==> src/rtl/game_controller.sv <==
// Whac-A-Mole game sequencer: pre-start countdown, timer control, saturating score.
// Optional high-score tracking is built when GAME_CONTROLLER_HIGH_SCORE_EN is defined.
//
// state      | meaning
// IDLE       | waiting for start; pause/hit ignored
// PRESTART   | 3-2-1 countdown, timer held at full length
// PLAYING    | timer running, hits scored
// PAUSED     | timer frozen, hits ignored; start aborts to IDLE
// GAME_OVER  | score held until the next start

module game_controller #(
    parameter int GAME_LENGTH_SECONDS = 20,
    parameter int CLKS_PER_MS         = 50000,
    parameter int PRESTART_SECONDS    = 3,
    parameter int SCORE_W             = 8
) (
    input  logic                                        clk,
    input  logic                                        rst,
    input  logic                                        start,
    input  logic                                        pause,
    input  logic                                        hit,
    input  logic [$clog2(1000*GAME_LENGTH_SECONDS)-1:0] time_ms,
    output logic                                        timer_rst,
    output logic                                        timer_enable,
    output logic [2:0]                                  state,
    output logic [$clog2(PRESTART_SECONDS+1)-1:0]       prestart_sec,
    output logic [SCORE_W-1:0]                          score,
    output logic [SCORE_W-1:0]                          high_score,
    output logic                                        game_over
);

    localparam int SEC_W = $clog2(PRESTART_SECONDS + 1);
    localparam int CLK_W = (CLKS_PER_MS > 1) ? $clog2(CLKS_PER_MS) : 1;
    localparam int MS_W  = 10;

    typedef enum logic [2:0] {
        S_IDLE      = 3'd0,
        S_PRESTART  = 3'd1,
        S_PLAYING   = 3'd2,
        S_PAUSED    = 3'd3,
        S_GAME_OVER = 3'd4
    } state_t;

    state_t             state_q;
    state_t             state_d;
    logic [CLK_W-1:0]   clk_cnt;
    logic [MS_W-1:0]    ms_cnt;
    logic [SCORE_W-1:0] score_d;
    logic               ms_tick;
    logic               sec_tick;
    logic               enter_prestart;
    logic               abort;

    // Down-counters: a millisecond ends when clk_cnt hits zero, a second when
    // both counters are zero together.
    assign ms_tick        = (clk_cnt == '0);
    assign sec_tick       = ms_tick && (ms_cnt == '0);
    assign enter_prestart = (state_d == S_PRESTART) && (state_q != S_PRESTART);
    assign abort          = (state_q == S_PAUSED) && (state_d == S_IDLE);
    assign state          = state_q;

    always_ff @(posedge clk) begin
        if (!rst) begin
            state_q <= S_IDLE;
        end else begin
            state_q <= state_d;
        end
    end

    always_comb begin
        state_d = state_q;
        case (state_q)
            S_IDLE: begin
                if (start) begin
                    state_d = S_PRESTART;
                end
            end
            S_PRESTART: begin
                if (sec_tick && (prestart_sec == SEC_W'(1))) begin
                    state_d = S_PLAYING;
                end
            end
            S_PLAYING: begin
                // End of game takes priority over a coincident pause.
                if (time_ms == '0) begin
                    state_d = S_GAME_OVER;
                end else if (pause) begin
                    state_d = S_PAUSED;
                end
            end
            S_PAUSED: begin
                if (start) begin
                    state_d = S_IDLE;
                end else if (pause) begin
                    state_d = S_PLAYING;
                end
            end
            S_GAME_OVER: begin
                if (start) begin
                    state_d = S_PRESTART;
                end
            end
            default: begin
                state_d = S_IDLE;
            end
        endcase
    end

    always_comb begin
        score_d = score;
        if (enter_prestart) begin
            score_d = '0;
        end else if ((state_q == S_PLAYING) && hit && (score != {SCORE_W{1'b1}})) begin
            score_d = score + SCORE_W'(1);
        end
    end

    // Countdown counters only move in PRESTART and are reloaded on its entry.
    always_ff @(posedge clk) begin
        if (!rst) begin
            clk_cnt      <= '0;
            ms_cnt       <= '0;
            prestart_sec <= '0;
        end else if (enter_prestart) begin
            clk_cnt      <= CLK_W'(CLKS_PER_MS - 1);
            ms_cnt       <= MS_W'(999);
            prestart_sec <= SEC_W'(PRESTART_SECONDS);
        end else if (state_q == S_PRESTART) begin
            if (ms_tick) begin
                clk_cnt <= CLK_W'(CLKS_PER_MS - 1);
                if (ms_cnt == '0) begin
                    ms_cnt       <= MS_W'(999);
                    prestart_sec <= prestart_sec - SEC_W'(1);
                end else begin
                    ms_cnt <= ms_cnt - MS_W'(1);
                end
            end else begin
                clk_cnt <= clk_cnt - CLK_W'(1);
            end
        end
    end

    always_ff @(posedge clk) begin
        if (!rst) begin
            timer_rst    <= 1'b1;
            timer_enable <= 1'b0;
            game_over    <= 1'b0;
            score        <= '0;
        end else begin
            timer_rst    <= enter_prestart || abort;
            timer_enable <= (state_d == S_PLAYING);
            game_over    <= (state_d == S_GAME_OVER);
            score        <= score_d;
        end
    end

`ifdef GAME_CONTROLLER_HIGH_SCORE_EN
    // Compare against score_d so a hit on the final cycle still counts.
    always_ff @(posedge clk) begin
        if (!rst) begin
            high_score <= '0;
        end else if ((state_d == S_GAME_OVER) && (state_q != S_GAME_OVER)
                     && (score_d > high_score)) begin
            high_score <= score_d;
        end
    end
`else
    assign high_score = '0;
`endif

endmodule

==> config.mk <==
export PLATFORM = sky130hd
export DESIGN_NAME = game_controller
export DESIGN_NICKNAME = d
export VERILOG_FILES = /design/src/rtl/game_controller.sv
export SDC_FILE = /design/constraint.sdc
export NUM_CORES = 1
export LEC_CHECK = 0
export BUFFER_PORTS_ARGS = -buffer_cell sky130_fd_sc_hd__buf_2
export CAP_MARGIN = 20
export CORE_UTILIZATION = 30
export CTS_CLUSTER_SIZE = 8
export DETAILED_ROUTE_END_ITERATION = 12
export PLACE_DENSITY = 0.58
export SLEW_MARGIN = 40
export SYNTH_ARGS = -nofsm -noshare
export SYNTH_HDL_FRONTEND = slang
export SYNTH_SLANG_ARGS = --single-unit
export TNS_END_PERCENT = 100
==> constraint.sdc <==
create_clock -name clk -period 2.34 [get_ports clk]
set_clock_uncertainty 0.05 [all_clocks]
set_input_delay 0.117 -clock clk [delete_from_list [all_inputs] [get_ports clk]]
set_output_delay 0.117 -clock clk [all_outputs]
set_load 0.03 [all_outputs]
# Word-level counts from Yosys, hierarchy flattened
# Index checks and enable logic that the tools add are counted.
[totals]
reg_bits = 42
latchBits = 0
ramBits = 0
romBits = 0
in_bits = 20
out_inout_bits = 24
wordCells = 63
mem_count = 0
[op_classes]
add_sub_neg = 4
n_mul = 0
n_div = 0
magnitude_cmp = 0
n_eq_ne = 10
shifts = 0
mux = 18
bitwise = 1
reduce_logical = 20
[op_table]
columns = ["op", "count"]
rows = [
  ["two-way mux 16 bit", 3],
  ["two-way mux 10 bit", 4],
  ["two-way mux 3 bit", 6],
  ["logical NOT 16 bit", 1],
  ["subtractor 16 x 1 -> 16 bit (second input constant)", 1],
  ["logical NOT 15 bit", 1],
  ["case mux 3 bit (4 select lines)", 1],
  ["logical NOT 10 bit", 1],
  ["subtractor 10 x 1 -> 10 bit (second input constant)", 1],
  ["equality test 3 x 2 -> 1 bit (second input constant)", 3],
  ["adder 8 x 1 -> 8 bit (second input constant)", 1],
  ["two-way mux 2 bit", 4],
  ["!= test 8 bit (second input constant)", 1],
  ["equality test 3 x 1 -> 1 bit (second input constant)", 2],
  ["equality test 3 bit (second input constant)", 2],
  ["logical AND 1 bit", 6],
  ["logical NOT 3 bit", 2],
  ["nonzero test 2 bit", 3],
  ["AND reduction 2 bit", 2],
  ["OR reduction 2 bit", 2],
  ["!= test 3 x 1 -> 1 bit (second input constant)", 1],
  ["AND reduction 3 bit", 1],
  ["equality test 2 x 1 -> 1 bit (second input constant)", 1],
  ["subtractor 2 x 1 -> 2 bit (second input constant)", 1],
  ["2 further kinds", 2],
]

# Depth between registers and ports, before layout
# Gate-level depths: netlist of run 1.
[depth]
depth_word = 9
mapped_depth = 8
depth_no_buf = 7

# Least setup slack after synthesis of run 1
# Ideal clock, no wire load.
[synth_timing]
kind = "register -> register"
start = "register ms_cnt[2]"
end = "register prestart_sec[1]"
arrival_ps = 1983
required_ps = 2159
path_slack_ps = 176
stages_incl_launch_ff = 8
path_buffers = 2
period_less_slack_ps = 2164
cell_sequence = "dfxtp_1 > or4_1 > buf_2 > or3_1 > buf_2 > nor3_4 > mux2i_1 > a21oi_1"
[synth_between]
elab_chain_len = 9
[synth_lines]
columns = ["element", "line_no", "source"]
rows = [
  ["from (decl)", "47", "logic [MS_W-1:0] ms_cnt;"],
  ["from (signal assigned)", "135", "ms_cnt <= ms_cnt - MS_W'(1);"],
  ["logical NOT 10 bit *", "57, 131", ""],
  ["logical AND 1 bit", "57", "assign sec_tick = ms_tick && (ms_cnt == '0);"],
  ["logical AND 1 bit", "79", "if (sec_tick && (prestart_sec == SEC_W'(1))) begin"],
  ["two-way mux 3 bit", "79", ""],
  ["case mux 3 bit (4 select lines)", "72", "case (state_q)"],
  ["equality test 3 x 1 -> 1 bit", "58", "assign enter_prestart = (state_d == S_PRESTART) && (state_q != S_PRESTART);"],
  ["logical AND 1 bit", "58", ""],
  ["nonzero test 2 bit (no source line)", "--", ""],
  ["AND reduction 3 bit (no source line)", "--", ""],
  ["to (signal assigned)", "127", "prestart_sec <= SEC_W'(PRESTART_SECONDS);"],
  ["to (signal assigned)", "133", "prestart_sec <= prestart_sec - SEC_W'(1);"],
  ["to (decl)", "26", "output logic [$clog2(PRESTART_SECONDS+1)-1:0] prestart_sec,"],
]
# Mark *: on every way between the ends. The rest lies on a longest branch, timed or not.
# A chain may end at the register's enable or synchronous reset.

# Worst setup path after layout of run 1
[layout_timing]
start = "register clk_cnt[10]"
end = "register ms_cnt[1]"
[layout_between]
elab_chain_len = 9
[layout_lines]
columns = ["element", "line_no", "source"]
rows = [
  ["from (decl)", "46", "logic [CLK_W-1:0] clk_cnt;"],
  ["from (signal assigned)", "125", "clk_cnt <= CLK_W'(CLKS_PER_MS - 1);"],
  ["from (signal assigned)", "130", "clk_cnt <= CLK_W'(CLKS_PER_MS - 1);"],
  ["from (signal assigned)", "138", "clk_cnt <= clk_cnt - CLK_W'(1);"],
  ["logical NOT 16 bit *", "56", "assign ms_tick = (clk_cnt == '0);"],
  ["logical AND 1 bit", "57", ""],
  ["logical AND 1 bit", "79", ""],
  ["two-way mux 3 bit", "79", ""],
  ["case mux 3 bit (4 select lines)", "72", ""],
  ["equality test 3 x 1 -> 1 bit", "58", ""],
  ["logical AND 1 bit", "58", ""],
  ["nonzero test 2 bit (no source line)", "--", ""],
  ["AND reduction 2 bit (no source line)", "--", ""],
]
# Marked as above.

==> results of run 1 <==
==> synth_stat cells (4+ instances only) <==
library cell	n
sky130_fd_sc_hd__dfxtp_1	42
sky130_fd_sc_hd__nand3_1	6
sky130_fd_sc_hd__xor2_1	19
sky130_fd_sc_hd__xnor2_1	4
sky130_fd_sc_hd__and3_1	6
sky130_fd_sc_hd__or3_1	5
sky130_fd_sc_hd__a21oi_1	11
sky130_fd_sc_hd__nand2_1	15
sky130_fd_sc_hd__a31oi_1	4
sky130_fd_sc_hd__buf_4	8
sky130_fd_sc_hd__nor4_1	6
sky130_fd_sc_hd__ha_1	5
sky130_fd_sc_hd__o21ai_0	15
sky130_fd_sc_hd__nor2_1	27
sky130_fd_sc_hd__nand4_1	7
sky130_fd_sc_hd__nor3_1	14
sky130_fd_sc_hd__nand2b_1	4
sky130_fd_sc_hd__inv_1	11
==> final timing paths <==
kind | cells past startpoint | to | start
min reg2reg | 2 | ms_cnt[5]$_SDFFE_PN0P_ | ms_cnt[5]$_SDFFE_PN0P_
min | 2 | timer_rst$_SDFF_PN1_ | rst
max reg2reg | 5 | ms_cnt[1]$_SDFFE_PN0P_ | clk_cnt[10]$_SDFFE_PP0N_
max | 5 | ms_cnt[1]$_SDFFE_PN0P_ | clk_cnt[10]$_SDFFE_PP0N_
==> cell type report <==
cell class	count	area (µm²)	share of cell area
clock buffer	6	82.6	0.0322
timing repair buffer	46	258	0.100
tap	96	120	0.0468
multi-input combinational	192	1220	0.477
sequential	42	841	0.328
inverter	11	41.3	0.0161
==> registers in the layout (all words and copies together) (netlist names) <==
name / cells
state: 3
timer_enable: 1
timer_rst: 1
ms_cnt: 10
clk_cnt: 16
prestart_sec: 2
score: 8
game_over: 1
==> metrics by stage <==
stage          hold WS (ns)  cell area, µm²  power, mW  utilization  setup slack (ns)
2_1_floorplan         0.206            2190       1.16            -             0.176
3_3_place_gp          0.374            2480       1.30        0.362             0.141
3_5_place_dp          0.368            2480       1.30        0.362            0.0986
4_1_cts              0.0650            2570       1.76        0.374            0.0881
5_1_grt              0.0718            2570       1.86        0.374            0.0530
6_report             0.0664            2570       1.74        0.374            0.0971
==> layer usage <==
| layer | vias up | track usage |
|---|---|---|
| li1 | 984 | - |
| met1 | 857 | 0.177 |
| met2 | 77 | 0.215 |
| met3 | 5 | 0.0389 |
| met4 | 0 | 0.0455 |
| met5 | - | 0 |
==> power by group <==
part | switching [mW] | leakage [nW] | internal (mW) | total [mW]
Clock | 0.225 | 0.0431 | 0.227 | 0.453
Combinational | 0.263 | 0.685 | 0.191 | 0.455
Sequential | 0.0587 | 0.345 | 0.773 | 0.831
==> critical path, stage by stage, from the launching register on <==
cell and delay [ns]:
sky130_fd_sc_hd__dfxtp_1 0.33, sky130_fd_sc_hd__or4_4 0.58, sky130_fd_sc_hd__or4_1 0.52, sky130_fd_sc_hd__nor2_1 0.33
sky130_fd_sc_hd__mux2i_1 0.22, sky130_fd_sc_hd__a21oi_1 0.08
==> logic make-up (layout without fill, tap and decap cells) <==
logic type / after synthesis / after routing
AOI/OAI and AO/OA: 45 / 45
xor gates and xnor gates: 23 / 23
adders and majority gates: 5 / 5
buffers and inverters: 24 / 63
DFF: 42 / 42
muxes: 3 / 3
other: 1 / 8
and+or+nand+nor: 108 / 108
==> results summary, run 1 <==
The flow ran to the end, and the final reports show no timing, DRC or antenna violations. The data required time at the worst endpoint is 2.45 ns. STA classifies the critical path endpoint as a flip-flop.

In the layout the commonest cells are 42 x sky130_fd_sc_hd__dfxtp_1, 35 x sky130_fd_sc_hd__buf_2, 27 x sky130_fd_sc_hd__nor2_1, 19 x sky130_fd_sc_hd__xor2_1, 15 x sky130_fd_sc_hd__nand2_1. Entering global routing, the biggest net connects 17 pins. STA classifies the critical path startpoint as a flip-flop.

The compound-cell area share of the yosys netlist is 0.130. The total instance count after detailed placement came out at 387. The number of enable flip-flop cells after synthesis is 0.

Max-cap violations in this run came to 0. The number of rows in the core area came out at 30. The routed length on met1 came out at 2170 µm. The power density over the cells is 677 nW/µm². The highest metal layer carrying signal wires in the routed design is met4. The H-tree was split into 2 levels.

At the later pin of the worst-skew pair, clock insertion delay measures 0.29 ns. The clock passes through at most 2 buffers. Setup repair after global routing left no endpoint under its margin. The remaining global-route overflow came out at 0. Summed over all nets, wire length on met2 after detailed routing comes to 2080 µm. The area of the mapped netlist came out at 2160 µm². The DRC violation count after routing is 0. The most common cell after layout, fill and taps aside is sky130_fd_sc_hd__dfxtp_1. The mux contribution to synthesized area is 0.0139.

The die outline area came out at 7550 µm². The wire length of the first global-routing pass came out at 7970 µm. The smallest clock period supported by the final layout is computed as 2.24 ns.

The core area is 6870 µm². The number of nets at the end of the flow came out at 323. The worst ir drop on vdd is 0.000222 V. After synthesis, the largest family of logic cells by area is simple AND/OR/NAND/NOR gates. The number of buffers inserted by port buffering came out at 35. The number of antenna-violating nets in the routed design came out at 0. The standby leakage power is 1.07 nW. The number of buffers created by CTS came out at 5. The largest fanout on the critical path is 5. For this run, asynchronously set or reset flops after synthesis account for 0.

The wire length per cell came out at 12.0 µm. The count of cells in the finished layout, fillers not included, comes to 393. The warning count from the yosys run is 0. Clock-pin slew was measured on the worst setup and hold paths at 0.07 ns. Of the total synthesized cell area, the portion taken by XOR and XNOR cells is 0.0932.

The post-CTS resize count came out at 0. The final-report hold violation count came out at 0. After routing, the total negative slack on setup checks comes to 0 ns. The setup violation total in the final timing report came out at 0. The placed wire-length estimate is 3580 µm. The arrival time at the worst endpoint is 2.35 ns.

The number of vias per cell after detailed routing came out at 4.89. The cts-stage hold buffer count came out at 0. The area fraction of the dominant cell type after synthesis is 0.389.

The cell type contributing the most total cell area after synthesis is sky130_fd_sc_hd__dfxtp_1. The setup fix buffers added after clock tree synthesis came out at 0. The critical path is of the reg -> reg type. The post-synthesis instance total is 251. The highest clock rate is 0.446 GHz. The count of boundary I/O pins came out at 44.

The repair_antennas step left the layout with diodes totalling 0. The horizontal die dimension came out at 86.9 µm. The wire length reported by the detailed router is 4710 µm. The met3 wire length is 392 µm. Compared with the post-synthesis result, the final layout area differs by 18.8%. The pre-antenna-repair detailed-routing pass consisted of 4 iterations. The initial utilization of the core area, before any placement, comes to 0.315. The post-synthesis sequential element count is 42. The number of max-slew violations in the final report came out at 0. TritonCTS built the clock tree. In this run the vertical extent of the chip is 86.9 µm. CTS placed an instance of sky130_fd_sc_hd__clkbuf_8 at the clock tree root. After filler insertion, the fill cell instance count of the layout stands at 692. The first-iteration detailed-routing DRC count came out at 137.

The predominant post-synthesis flop cell is sky130_fd_sc_hd__dfxtp_1. The tightest min-delay check is of the in -> reg type. The placer's final routability congestion estimate is 0.819.

The global router's overall resource usage is 0.136. For the pin with the worst max-slew slack, the measured transition is 0.580 ns. The portion of the post-synthesis area used by sequential elements is 0.389.

The number of antenna violations at the first check in global routing is 0. The max-slew headroom at the worst pin came out at 0.612. In the final layout, the share of cells above drive strength 1 is 0.199. The basic-gate share of the synthesized area counting and, or, nand and nor cells is 0.287. CTS saw 42 sinks.

Yosys mapped the design onto 48 distinct sky130hd cell types. Of the total synthesized cell area, the portion taken by full adders, half adders and majority gates is 0.0290. The number of global-route vias before repair was 1750.

The setup slack on the worst flop-to-flop path came out at 0.1 ns. The average instance in the mapped netlist occupies 8.61 µm². In the finished design, the share of the clock period the worst path needs comes to 0.959.

Sorting the synthesized cells by area gives the leading types as sky130_fd_sc_hd__dfxtp_1 39%, sky130_fd_sc_hd__xor2_1 7.7%, sky130_fd_sc_hd__nor2_1 4.7%. The detailed-route via count came out at 1923.
No activity file was read; power rests on OpenSTA's default activity.
==> run 2, diff against run 1 <==
--- a/config.mk
+++ b/config.mk
@@ -10,7 +10,7 @@
 export CORE_UTILIZATION = 30
 export CTS_CLUSTER_SIZE = 8
 export DETAILED_ROUTE_END_ITERATION = 12
-export PLACE_DENSITY = 0.58
+export PLACE_DENSITY = 0.6
 export SLEW_MARGIN = 40
 export SYNTH_ARGS = -nofsm -noshare
 export SYNTH_HDL_FRONTEND = slang
==> constraint.sdc (replaced) <==
create_clock -name clk -period 1.95 [get_ports clk]
set_clock_uncertainty 0.05 [all_clocks]
set_input_delay 0.0975 -clock clk [delete_from_list [all_inputs] [get_ports clk]]
set_output_delay 0.0975 -clock clk [all_outputs]
set_load 0.03 [all_outputs]
==> run 2 against run 1 <==
The run now ends with negative setup slack left. Final cell count is 5.3% higher. Critical path depth stayed put. Die area stayed put. Non-clock buffer count is 19 higher. Largest cell class unchanged. Largest power group unchanged.
==> results summary, run 2 (synthesis results as in run 1) <==
The setup slack after layout is -0.0793 ns (-0.176 ns). The clock sink count came out at 42 (unchanged). The wire length per cell came to 12.3 µm (+2.8%). The highest clock rate came out at 0.493 GHz (+11%). The largest net degree at the start of global routing is 17 (unchanged). Leaving out fill and tap cells, the most frequent cells in the layout are 39 x sky130_fd_sc_hd__dfxtp_1, 35 x sky130_fd_sc_hd__buf_2, 26 x sky130_fd_sc_hd__nor2_1, 26 x sky130_fd_sc_hd__buf_4, 19 x sky130_fd_sc_hd__xor2_1. The number of antenna violations at the first check in global routing is 0 (unchanged).

The non-filler instance count after layout was 414 (+5.3%). The first-iteration detailed-routing DRC count was 98 (-28%). The number of nets at the end of the flow came out at 342 (+5.9%). The remaining global-route overflow is 0 (unchanged).

The DRC violation count after routing is 0 (unchanged). The number of antenna repair diodes came out at 0 (unchanged). The number of buffers inserted by port buffering is 35 (unchanged). Setup repair after global routing could not meet its margin everywhere.

The transition time at the pin with the least slew margin came out at 0.519 ns (-0.0610 ns). The overall die height is 86.9 µm (unchanged). The class of the most critical setup path is reg -> reg. The horizontal die dimension is 86.9 µm (unchanged).

The placed wire-length estimate came out at 3800 µm (+6.0%). The total negative setup slack is -0.829 ns (-0.829 ns). The most common cell after layout, fill and taps aside is sky130_fd_sc_hd__dfxtp_1.

The global router's overall resource usage came out at 0.145 (+0.00905). The effective utilization at floorplan came to 0.315 (unchanged). The count of boundary I/O pins is 44 (unchanged). The largest registers in the layout are clk_cnt: 16 flops, ms_cnt: 10 flops, score: 8 flops.

The largest fanout on the critical path is 3 (-2). The number of rows in the core area is 30 (unchanged). The standby leakage power is 1.20 nW (+12%). The post-layout minimum cycle time is 2.03 ns (-0.214 ns). The max-slew headroom at the worst pin came out at 0.652 (+0.0401). The cts-stage hold buffer count is 0 (unchanged). The wire length of the first global-routing pass came out at 8530 µm (+7.0%).

The clock latency on the worst-skew pair is 0.30 ns (about the same). The arrival time at the worst endpoint came out at 2.15 ns (-0.20 ns). The number of buffers created by CTS was 5 (unchanged). The number of global-route vias before repair is 1848 (+5.6%). The slowest stage of the critical path belongs to the cell sky130_fd_sc_hd__or4_4. The fraction of layout cells with a size suffix above 1 was 0.289 (+0.0907).

TritonCTS built the clock tree. The data required time at the worst endpoint is 2.07 ns (-0.38 ns). The post-placement cell area is 2640 µm² (+6.1%). The total instance count after detailed placement came out at 402 (+3.9%). The part of the cycle the worst path needs came out at 1.04 (+0.0821). The cell repeated most along the worst path is sky130_fd_sc_hd__or4_4. The delay of the slowest cell on the worst path is 0.53 ns (-0.05 ns).

The tightest min-delay check is of the in -> reg type. The placer's final routability congestion estimate came to 0.802 (-2.1%). The number of max-slew violations in the final report is 0 (unchanged). The final-report hold violation count came out at 0 (unchanged). The clock tree root driver cell is sky130_fd_sc_hd__clkbuf_8. The maximum buffer depth of the clock tree came out at 2 (unchanged). The clock-pin transition on the worst setup and hold timing paths is 0.08 ns (about the same). The number of flip-flops in the largest register is 16 (unchanged). STA classifies the critical path endpoint as a flip-flop. The detailed-route via count came out at 2010 (+4.5%). The wire length reported by the detailed router is 5110 µm (+8.3%). The number of vias per cell after detailed routing is 4.86 (-0.78%).

The H-tree level count was 2 (unchanged). The worst setup path is launched from a flip-flop. The number of antenna-violating nets in the routed design came to 0 (unchanged). The die outline area is 7550 µm² (unchanged). The setup violation total in the final timing report is 21 (+21). The run finished, with violations left. The signal on the critical path passes through or4_4, or4_4, nor3_4, mux2i_1, a21oi_1.

The register containing the most flip-flops in the final layout is clk_cnt. The core area came out at 6870 µm² (unchanged). The worst ir drop on vdd is 0.000258 V (+16%).

The power density over the cells came out at 802 nW/µm² (+18%). The count of maximum capacitance violations was 0 (unchanged). The first-pass detailed-route iteration total came out at 4 (unchanged). The area of all placed cells without fillers came out at 2820 µm² (+9.9%). The checks that failed: negative setup slack. The area growth from synthesis to layout came out at 30.6%.
run 2: changes by cell type in the layout (fill, tap and decap cells not counted), moves of 2 or more:
cell / delta
sky130_fd_sc_hd__o21ai_0: -6
sky130_fd_sc_hd__dfxtp_2: +3
sky130_fd_sc_hd__o21ai_1: +4
sky130_fd_sc_hd__buf_4: +15
sky130_fd_sc_hd__buf_6: +3
sky130_fd_sc_hd__nor4_1: -2
sky130_fd_sc_hd__dfxtp_1: -3
sky130_fd_sc_hd__nand3_1: -2
sky130_fd_sc_hd__nand3_2: +2
run 2: worst paths after layout:
kind                            startpoint                           end  slack, ns  cells after the start
setup / recovery  clk_cnt[10]$_SDFFE_PP0N_  prestart_sec[1]$_SDFFE_PN0P_      -0.08                      5
hold / removal                       start          timer_rst$_SDFF_PN1_       0.05                      3
setup reg to reg  clk_cnt[10]$_SDFFE_PP0N_  prestart_sec[1]$_SDFFE_PN0P_      -0.08                      5
hold reg to reg     ms_cnt[5]$_SDFFE_PN0P_        ms_cnt[5]$_SDFFE_PN0P_       0.44                      2
run 2: repair_timing:
action                     in CTS  in global routing
pin swaps                       4                  6
gates resized for setup         6                 15
buffers inserted                1                  3
setup endpoints to repair      17                 27
run 2: worst max-delay path, delay by kind of cell (launching register included):
kind             cells  cell delay, ns
AND/OR/NAND/NOR      3            1.22
AO/OA/AOI/OAI        1            0.08
flip-flops           1            0.32
multiplexers         1            0.22
run 2: layout make-up:
| cell class | count | area, µm² |
|---|---|---|
| well taps | 96 | 120 |
| fillers | 697 | 4050 |
| inverters | 11 | 41.3 |
| repair buffers | 65 | 424 |
| flip-flops and latches | 42 | 845 |
| clock buffers | 7 | 86.3 |
| multi-input cells | 192 | 1300 |
| clock inverters | 1 | 5.00 |
run 2: stage by stage:
step | power (mW) | setup slack [ns] | utilization | hold WS, ns
finish | 2.26 | -0.0793 | 0.411 | 0.0479
global route | 2.40 | -0.178 | 0.411 | 0.0509
CTS | 2.24 | -0.0931 | 0.401 | 0.0407
detailed placement | 1.63 | -0.220 | 0.384 | 0.355
global placement | 1.63 | -0.200 | 0.384 | 0.350
floorplan | 1.42 | -0.0820 | - | 0.186
run 2: layer usage:
| layer | GRT usage | up-vias | wire length [µm] |
|---|---|---|---|
| li1 | - | 1027 | - |
| met1 | 0.199 | 916 | 2520 |
| met2 | 0.225 | 60 | 2180 |
| met3 | 0.0360 | 7 | 316 |
| met4 | 0.0409 | 0 | 93 |
| met5 | 0 | - | 0 |
run 2: power breakdown:
group	switching [mW]	total, mW	internal (mW)	leakage, nW
Clock	0.297	0.582	0.286	0.0482
Sequential	0.0684	0.996	0.928	0.346
Combinational	0.371	0.685	0.315	0.805
Total	0.736	2.26	1.53	1.20
